[src/rtl/uart_rx.sv]
// UART receiver: one start bit, DATA_WIDTH data bits LSB first, one stop bit.
// The line is double-synchronized and each bit is sampled at its centre.
module uart_rx #(
  parameter int DATA_WIDTH = 8,
  parameter int BAUD_RATE  = 115_200,
  parameter int CLK_FREQ   = 50_000_000
) (
  input  logic                  clk,
  input  logic                  reset,
  input  logic                  ena,
  input  logic                  rx_signal,
  output logic [DATA_WIDTH-1:0] rx_data,
  output logic                  rx_valid,
  input  logic                  rx_ready,
  output logic                  rx_frame_error,
  output logic                  rx_overrun,
  output logic                  rx_busy
);

  // PULSE_WIDTH must be at least 4 for the half-bit load to be meaningful.
  localparam int PULSE_WIDTH      = CLK_FREQ / BAUD_RATE;
  localparam int HALF_PULSE_WIDTH = PULSE_WIDTH / 2;
  localparam int CNT_W            = $clog2(PULSE_WIDTH) + 1;
  localparam int BIT_W            = (DATA_WIDTH > 1) ? $clog2(DATA_WIDTH) : 1;

  localparam logic [CNT_W-1:0] HALF_LOAD = CNT_W'(HALF_PULSE_WIDTH - 1);
  localparam logic [CNT_W-1:0] FULL_LOAD = CNT_W'(PULSE_WIDTH - 1);
  localparam logic [BIT_W-1:0] LAST_BIT  = BIT_W'(DATA_WIDTH - 1);

  typedef enum logic [2:0] {
    IDLE  = 3'd0,
    START = 3'd1,
    DATA  = 3'd2,
    STOP  = 3'd3,
    BREAK = 3'd4
  } state_t;

  state_t                state;
  state_t                state_next;
  logic                  sync1;
  logic                  sync2;
  logic                  rx_s;
  logic [CNT_W-1:0]      clk_cnt;
  logic [CNT_W-1:0]      cnt_next;
  logic [BIT_W-1:0]      bit_cnt;
  logic [BIT_W-1:0]      bit_next;
  logic [DATA_WIDTH-1:0] shift;
  logic [DATA_WIDTH-1:0] shift_next;
  logic                  deliver;
  logic                  frame_err;

  assign rx_s = sync2;

  always_ff @(posedge clk) begin
    if (reset) begin
      sync1   <= 1'b1;
      sync2   <= 1'b1;
      state   <= IDLE;
      clk_cnt <= '0;
      bit_cnt <= '0;
      shift   <= '0;
    end else if (ena) begin
      sync1   <= rx_signal;
      sync2   <= sync1;
      state   <= state_next;
      clk_cnt <= cnt_next;
      bit_cnt <= bit_next;
      shift   <= shift_next;
    end
  end

  always_comb begin
    state_next = state;
    cnt_next   = clk_cnt;
    bit_next   = bit_cnt;
    shift_next = shift;
    deliver    = 1'b0;
    frame_err  = 1'b0;
    case (state)
      IDLE: begin
        if (!rx_s) begin
          state_next = START;
          cnt_next   = HALF_LOAD;
        end
      end
      START: begin
        if (clk_cnt != '0) begin
          cnt_next = clk_cnt - 1'b1;
        end else if (!rx_s) begin
          state_next = DATA;
          cnt_next   = FULL_LOAD;
          bit_next   = '0;
        end else begin
          state_next = IDLE;
        end
      end
      DATA: begin
        if (clk_cnt != '0) begin
          cnt_next = clk_cnt - 1'b1;
        end else begin
          shift_next[bit_cnt] = rx_s;
          cnt_next            = FULL_LOAD;
          if (bit_cnt == LAST_BIT) begin
            state_next = STOP;
          end else begin
            bit_next = bit_cnt + 1'b1;
          end
        end
      end
      STOP: begin
        if (clk_cnt != '0) begin
          cnt_next = clk_cnt - 1'b1;
        end else if (rx_s) begin
          deliver    = 1'b1;
          state_next = IDLE;
        end else begin
          frame_err  = 1'b1;
          state_next = BREAK;
        end
      end
      // A held-low line must be released before a new start bit is accepted.
      BREAK: begin
        if (rx_s) begin
          state_next = IDLE;
        end
      end
      default: begin
        state_next = IDLE;
      end
    endcase
  end

  always_comb begin
    rx_busy = (state != IDLE);
  end

  // Pulses are cleared while stalled so they never stretch past one cycle.
  always_ff @(posedge clk) begin
    if (reset) begin
      rx_data        <= '0;
      rx_valid       <= 1'b0;
      rx_frame_error <= 1'b0;
      rx_overrun     <= 1'b0;
    end else if (ena) begin
      rx_frame_error <= frame_err;
      rx_overrun     <= 1'b0;
      if (deliver) begin
        if (!rx_valid || rx_ready) begin
          rx_data  <= shift;
          rx_valid <= 1'b1;
        end else begin
          rx_overrun <= 1'b1;
        end
      end else if (rx_valid && rx_ready) begin
        rx_valid <= 1'b0;
      end
    end else begin
      rx_frame_error <= 1'b0;
      rx_overrun     <= 1'b0;
    end
  end

endmodule

[config.mk]
export PLATFORM = sky130hd
export DESIGN_NAME = uart_rx
export DESIGN_NICKNAME = d
export VERILOG_FILES = /design/src/rtl/uart_rx.sv
export SDC_FILE = /design/constraint.sdc
export NUM_CORES = 1
export LEC_CHECK = 0
export BUFFER_PORTS_ARGS = -buffer_cell sky130_fd_sc_hd__buf_2
export CORE_ASPECT_RATIO = 0.75
export CORE_MARGIN = 2
export CORE_UTILIZATION = 25
export DETAILED_ROUTE_END_ITERATION = 16
export SYNTH_ARGS = -nofsm -noshare
export SYNTH_HDL_FRONTEND = slang
export SYNTH_SLANG_ARGS = --single-unit
[constraint.sdc]
create_clock -name clk -period 2.17 [get_ports clk]
set_clock_uncertainty 0.15 [all_clocks]
set_input_delay 0.434 -clock clk [delete_from_list [all_inputs] [get_ports clk]]
set_output_delay 0.434 -clock clk [all_outputs]
set_load 0.02 [all_outputs]
==> results.sh, run 1 <==
export IMPL_startpoint="clk_cnt[1]$_SDFFE_PP0P_"
export IMPL_critPathArrivalTime_ps=2170
export IMPL_synth_cell_types=49
export IMPL_cp_required_ps=2260
export IMPL_port_buffers=16
export IMPL_rows=27
export IMPL_initial_core_util=0.260
export IMPL_die_height_microns=80.1
export IMPL_tritoncts="done"
export IMPL_slew_headroom=0.621
export IMPL_finalWeightedCongestion=0.828
export IMPL_core_area_sq_um=7430
export IMPL_pin_count=17
export IMPL_drv_cap=0
export IMPL_clock_sinks=37
export IMPL_grt_pass1_wl_mm=7.65
export IMPL_grt_max_degree=31
export IMPL_die_w_microns=106
export IMPL_wl_per_cell_microns=12.8
export IMPL_first_global_vias=1573
export IMPL_period_minus_slack_ps=2080
export IMPL_final_cell_area_sq_um=2480
export IMPL_place_inst=350
export IMPL_cts_buffer_depth=2
export IMPL_yosysMostFrequentCell="dfxtp_1"
export IMPL_fin_crit_sh=0.960
export IMPL_n_antenna_cell=0
export IMPL_timing_rr_start="clk_cnt[1]$_SDFFE_PP0P_"
export IMPL_yosys_area_top_type_share=0.383
export IMPL_min_path_type="input port to flip-flop"
export IMPL_fin_total_pwr_mw=1.74
export IMPL_overflow=0
export IMPL_endpoint_kind="flip-flop"
export IMPL_synth_area_sq_um=1930
export IMPL_min_from="rx_signal"
export IMPL_final_layout_size_suffix_gt1_frac=0.310
export IMPL_status="finished, final reports clean"
export IMPL_stdcell_count=359
export IMPL_nets=266
export IMPL_crit_end="clk_cnt[8]$_SDFFE_PP0P_"
export IMPL_dieArea_sq_um=8450
export IMPL_ys_seq_area_frac=0.383
export IMPL_setup_viol=0
export IMPL_drv_slew=0
export IMPL_yosysWarnings=0
export IMPL_r2r_end="clk_cnt[8]$_SDFFE_PP0P_"
export IMPL_gr_usage_met1=0.167
export IMPL_worstPathMaxFanout=4
export IMPL_powerDensity_nw_per_um2=703
export IMPL_grtUsageMet2=0.158
export IMPL_synth_edf_count=0
export IMPL_drtIter0Drc=181
export IMPL_cts_root_buf="clkbuf_8"
export IMPL_path_clk_slew_ps=90
export IMPL_ff2ff_setup_slack_ps=90
export IMPL_synthesis_nets=228
export IMPL_utilization=0.333
export IMPL_grt_antenna_before_repair=0
export IMPL_rsz0062_at_grt="no"
export IMPL_ys_seq_elements=37
export IMPL_avgSynthCellArea_sq_um=8.82
export IMPL_synth_area_top_cells="dfxtp_1, mux2i_1, nor2_1"
export IMPL_synth_common_cells="dfxtp_1, nor2_1, mux2i_1"
export IMPL_critPathKind="flip-flop to flip-flop"
export IMPL_power_leakage_nw=1.03
export IMPL_drc=0
export IMPL_routed_wl_mm=4.59
export IMPL_ys_flop_type="dfxtp_1"
export IMPL_num_vias=1735
export IMPL_cts_buffers=5
export IMPL_hpwlAfterDp_mm=3.35
export IMPL_synth_async_reset_ratio=0
export IMPL_dr_pass1_iters=4
export IMPL_setup_worst_path_start_class="flip-flop"
export IMPL_gr_usage_met3=0.0292
export IMPL_hold_violations=0
export IMPL_track_usage=0.116
export IMPL_reg2reg_depth=8
export IMPL_tightest_slew_ps=568
export IMPL_syn_inst=219
export IMPL_placed_area_sq_um=2280
export IMPL_synth_top_area_cell="dfxtp_1"
export IMPL_postCtsHoldBufs=0
export IMPL_routed_via_density=4.83
export IMPL_area_delta_synth_final_pct=28.2
export IMPL_gr_max_usage_layer="met1"
export IMPL_final_antenna_net_count=0
export IMPL_max_freq_mhz=480
export IMPL_insertion_delay_ps=300
export IMPL_htree_levels=2
export IMPL_ir_drop_uv=327
==> cells by family (layout without fill, tap and decap cells) <==
logic type               after synthesis  count (layout)  synth area share
AO/OA/AOI/OAI                         49              49             0.163
XOR/XNOR                               1               1           0.00453
adder cells (fa/ha/maj)                4               4            0.0259
buffers and inverters                 18              57            0.0376
flip-flops                            37              37             0.383
multiplexers                          16              16            0.0829
AND/OR/NAND/NOR                       94              94             0.303
==> cell type report <==
| cell class | instances | area, sq um |
|---|---|---|
| Timing Repair Buffer | 42 | 275 |
| Multi-Input combinational cell | 164 | 1160 |
| Sequential cell | 37 | 746 |
| Clock buffer | 5 | 68.8 |
| Clock inverter | 3 | 68.8 |
| Inverter | 7 | 26.3 |
| Fill cell | 804 | 4960 |
| Tap cell | 101 | 126 |
==> sequential cells by signal, summed over array words and instances, names as in the netlist <==
signal          count
rx_frame_error      1
rx_data             8
rx_s                1
bit_cnt             3
clk_cnt            10
state               3
rx_valid            1
shift               8
sync1               1
rx_overrun          1
==> worst max-delay path, cell delays in order, from the launching register on <==
cell,delay [ps]
dfxtp_2,340
inv_1,80
ha_2,180
or3b_4,370
or4_4,430
buf_4,160
nor3_2,90
o21ai_1,80
a21oi_1,150
==> placed cells by master (no fill, tap or decap), types with 5 or more instances in the layout <==
master / instances
a21oi_1: 14
mux2i_1: 16
nand2b_1: 5
buf_2: 16
nor2_1: 30
nand2_1: 14
dfxtp_1: 33
inv_1: 6
o21ai_0: 6
nor4_1: 5
buf_4: 26
clkbuf_8: 5
==> what timing repair did <==
item | in CTS | in global routing
resized for setup | 8 | 10
buffers inserted | 0 | 1
endpoints found under the setup margin | 3 | 12
pin swaps | 1 | 1
==> how the worst min path moves through the flow <==
stage / endpoint / slack, ps / cells after the start
2_1_floorplan: rx_s$_SDFFE_PP1P_ / 280 / 1
3_3_place_gp: rx_s$_SDFFE_PP1P_ / 290 / 1
3_5_place_dp: rx_s$_SDFFE_PP1P_ / 290 / 1
4_1_cts: sync1$_SDFFE_PP1P_ / 190 / 2
5_1_grt: sync1$_SDFFE_PP1P_ / 200 / 2
6_report: sync1$_SDFFE_PP1P_ / 190 / 2
==> stage by stage <==
step / TNS [ps] / setup WS, ps / hold WS, ps
2_1_floorplan: 0 / 60.7 / 277
3_3_place_gp: 0 / 31.6 / 286
3_5_place_dp: -106 / -59.5 / 294
4_1_cts: 0 / 8.09 / 189
5_1_grt: 0 / 1.08 / 204
6_report: 0 / 86.7 / 192
==> metal layers <==
metal	wire length [microns]	vias up
li1	-	872
met1	2310	811
met2	1870	44
met3	320	8
met4	91	0
met5	0	-
==> power breakdown <==
group	internal, mW	total [mW]	switching (mW)	leakage [nW]
Clock	0.463	0.738	0.275	0.0687
Combinational	0.140	0.288	0.148	0.659
Sequential	0.693	0.716	0.0236	0.301
Total	1.30	1.74	0.446	1.03
Note: power is estimated with default switching activity, not from simulation.
==> run 2, diff against run 1 <==
clock period = 2.3 ns   (was 2.17 ns; I/O delays follow)
==> results.sh, run 2 (same netlist as run 1, synthesis figures left out) <==
export IMPL_crit_chain="inv_2 -> ha_1 -> nor3b_4 -> and3_2 -> or4b_2 -> a31oi_1"
export IMPL_drtIter0Drc=119
export IMPL_hold_violations=0
export IMPL_drv_cap=0
export IMPL_num_vias=1662
export IMPL_cp_required_ps=2360
export IMPL_final_layout_size_suffix_gt1_frac=0.249
export IMPL_insertion_delay_ps=290
export IMPL_power_leakage_nw=0.964
export IMPL_finalWeightedCongestion=0.841
export IMPL_setup_worst_path_start_class="flip-flop"
export IMPL_largest_register_ffs=10
export IMPL_critPathKind="flip-flop to flip-flop"
export IMPL_critPathArrivalTime_ps=2240
export IMPL_hpwlAfterDp_mm=3.16
export IMPL_grt_pass1_wl_mm=7.49
export IMPL_rsz0062_at_grt="no"
export IMPL_ir_drop_uv=251
export IMPL_period_minus_slack_ps=2180
export IMPL_layout_commonest_cell="dfxtp_1"
export IMPL_tightest_slew_ps=541
export IMPL_dr_pass1_iters=4
export IMPL_die_w_microns=106
export IMPL_area_delta_synth_final_pct=22.3
export IMPL_layout_common_cells="dfxtp_1, nor2_1, mux2i_1, buf_2"
export IMPL_postCtsSetupBuffers=0
export IMPL_rows=27
export IMPL_grt_antenna_before_repair=0
export IMPL_drc=0
export IMPL_min_path_type="input port to flip-flop"
export IMPL_crit_path_max_incr_delay_ps=670
export IMPL_setup_viol=0
export IMPL_tritoncts="done"
export IMPL_worstPathMaxFanout=6
export IMPL_cpLargestDelayFamily="simple AND/OR/NAND/NOR gates"
export IMPL_slowest_stage="or4b_2"
export IMPL_final_antenna_net_count=0
export IMPL_wl_per_cell_microns=12.6
export IMPL_port_buffers=16
export IMPL_slew_headroom=0.639
export IMPL_pin_count=17
export IMPL_dieArea_sq_um=8450
export IMPL_die_height_microns=80.1
export IMPL_dp_slack_ps=30.0
export IMPL_routed_wl_mm=4.36
export IMPL_cts_buffer_depth=2
export IMPL_track_usage=0.110
export IMPL_n_antenna_cell=0
export IMPL_cts_buffers=5
export IMPL_status="finished, final reports clean"
export IMPL_tns_ps=0
export IMPL_grt_max_degree=26
export IMPL_regMostFlops="clk_cnt"
export IMPL_multi_input_area_sq_um=1150
export IMPL_htree_levels=2
export IMPL_drv_slew=0
export IMPL_overflow=0
export IMPL_endpoint_kind="flip-flop"
export IMPL_path_clk_slew_ps=80
export IMPL_initial_core_util=0.260
export IMPL_reg_top3="clk_cnt: 10 flops, rx_data: 8 flops, shift: 8 flops"
export IMPL_cts_root_buf="clkbuf_8"
export IMPL_fillers=783
export IMPL_first_global_vias=1544
export IMPL_setup_slack_ps=125
export IMPL_routed_via_density=4.80
export IMPL_powerDensity_nw_per_um2=673
export IMPL_fin_total_pwr_mw=1.59
export IMPL_seq_area_sq_um=741
export IMPL_clock_sinks=37
export IMPL_fin_crit_sh=0.946
export IMPL_critPathBufInv=1
export IMPL_nets=253
export IMPL_max_freq_mhz=460
export IMPL_core_area_sq_um=7430
[run 2: changes by cell type in the layout (fill, tap and decap cells not counted), moves of 3 or more]
| cell | before | now |
|---|---|---|
| buf_4 | 26 | 13 |
| dfxtp_2 | 4 | 0 |
| dfxtp_1 | 33 | 37 |
| o21ai_1 | 3 | 0 |
| o21ai_0 | 6 | 9 |
[run 2: per-stage QoR]
stage / cell area [sq um] / hold slack, ps / util / instances
floorplan: 1930 / 277 / - / 219
detailed placement: 2190 / 294 / 0.295 / 338
CTS: 2330 / 222 / 0.313 / 346
finish: 2360 / 228 / 0.318 / 346
global placement: 2190 / 286 / 0.295 / 338
global route: 2360 / 235 / 0.318 / 346
[run 2: repair_timing]
item / in CTS / in global routing
hold buffers: 0 / 0
gates resized for setup: 0 / 8
setup endpoints to repair: 0 / 8
[run 2: final timing paths]
check / depth (start not counted) / endpoint / from / slack [ps]
worst max register to register: 6 / clk_cnt[3]$_SDFFE_PP0P_ / clk_cnt[0]$_SDFFE_PP0P_ / 120
worst max-delay path: 6 / clk_cnt[3]$_SDFFE_PP0P_ / clk_cnt[0]$_SDFFE_PP0P_ / 120
worst min-delay path: 2 / sync1$_SDFFE_PP1P_ / rx_signal / 230
worst min register to register: 1 / rx_s$_SDFFE_PP1P_ / sync1$_SDFFE_PP1P_ / 320
[run 2: per-layer routing]
metal  GRT usage  share of wire  up-vias
li1            -              -      848
met1       0.154           0.54      783
met2       0.158           0.41       27
met3      0.0325          0.039        4
met4      0.0421          0.012        0
met5           0              0        -
[run 2: cell type report]
type / instances / share of cell area
Clock inverter: 3 / 0.0291
Timing Repair Buffer: 29 / 0.0752
Multi-Input combinational cell: 164 / 0.488
Sequential cell: 37 / 0.314
Clock buffer: 5 / 0.0291
Tap cell: 101 / 0.0535
Inverter: 7 / 0.0111
[run 2: power by group]
group          total [mW]  switching [mW]  internal (mW)
sequential          0.675          0.0220          0.653
combinational       0.228           0.130         0.0973
clock               0.687           0.250          0.437
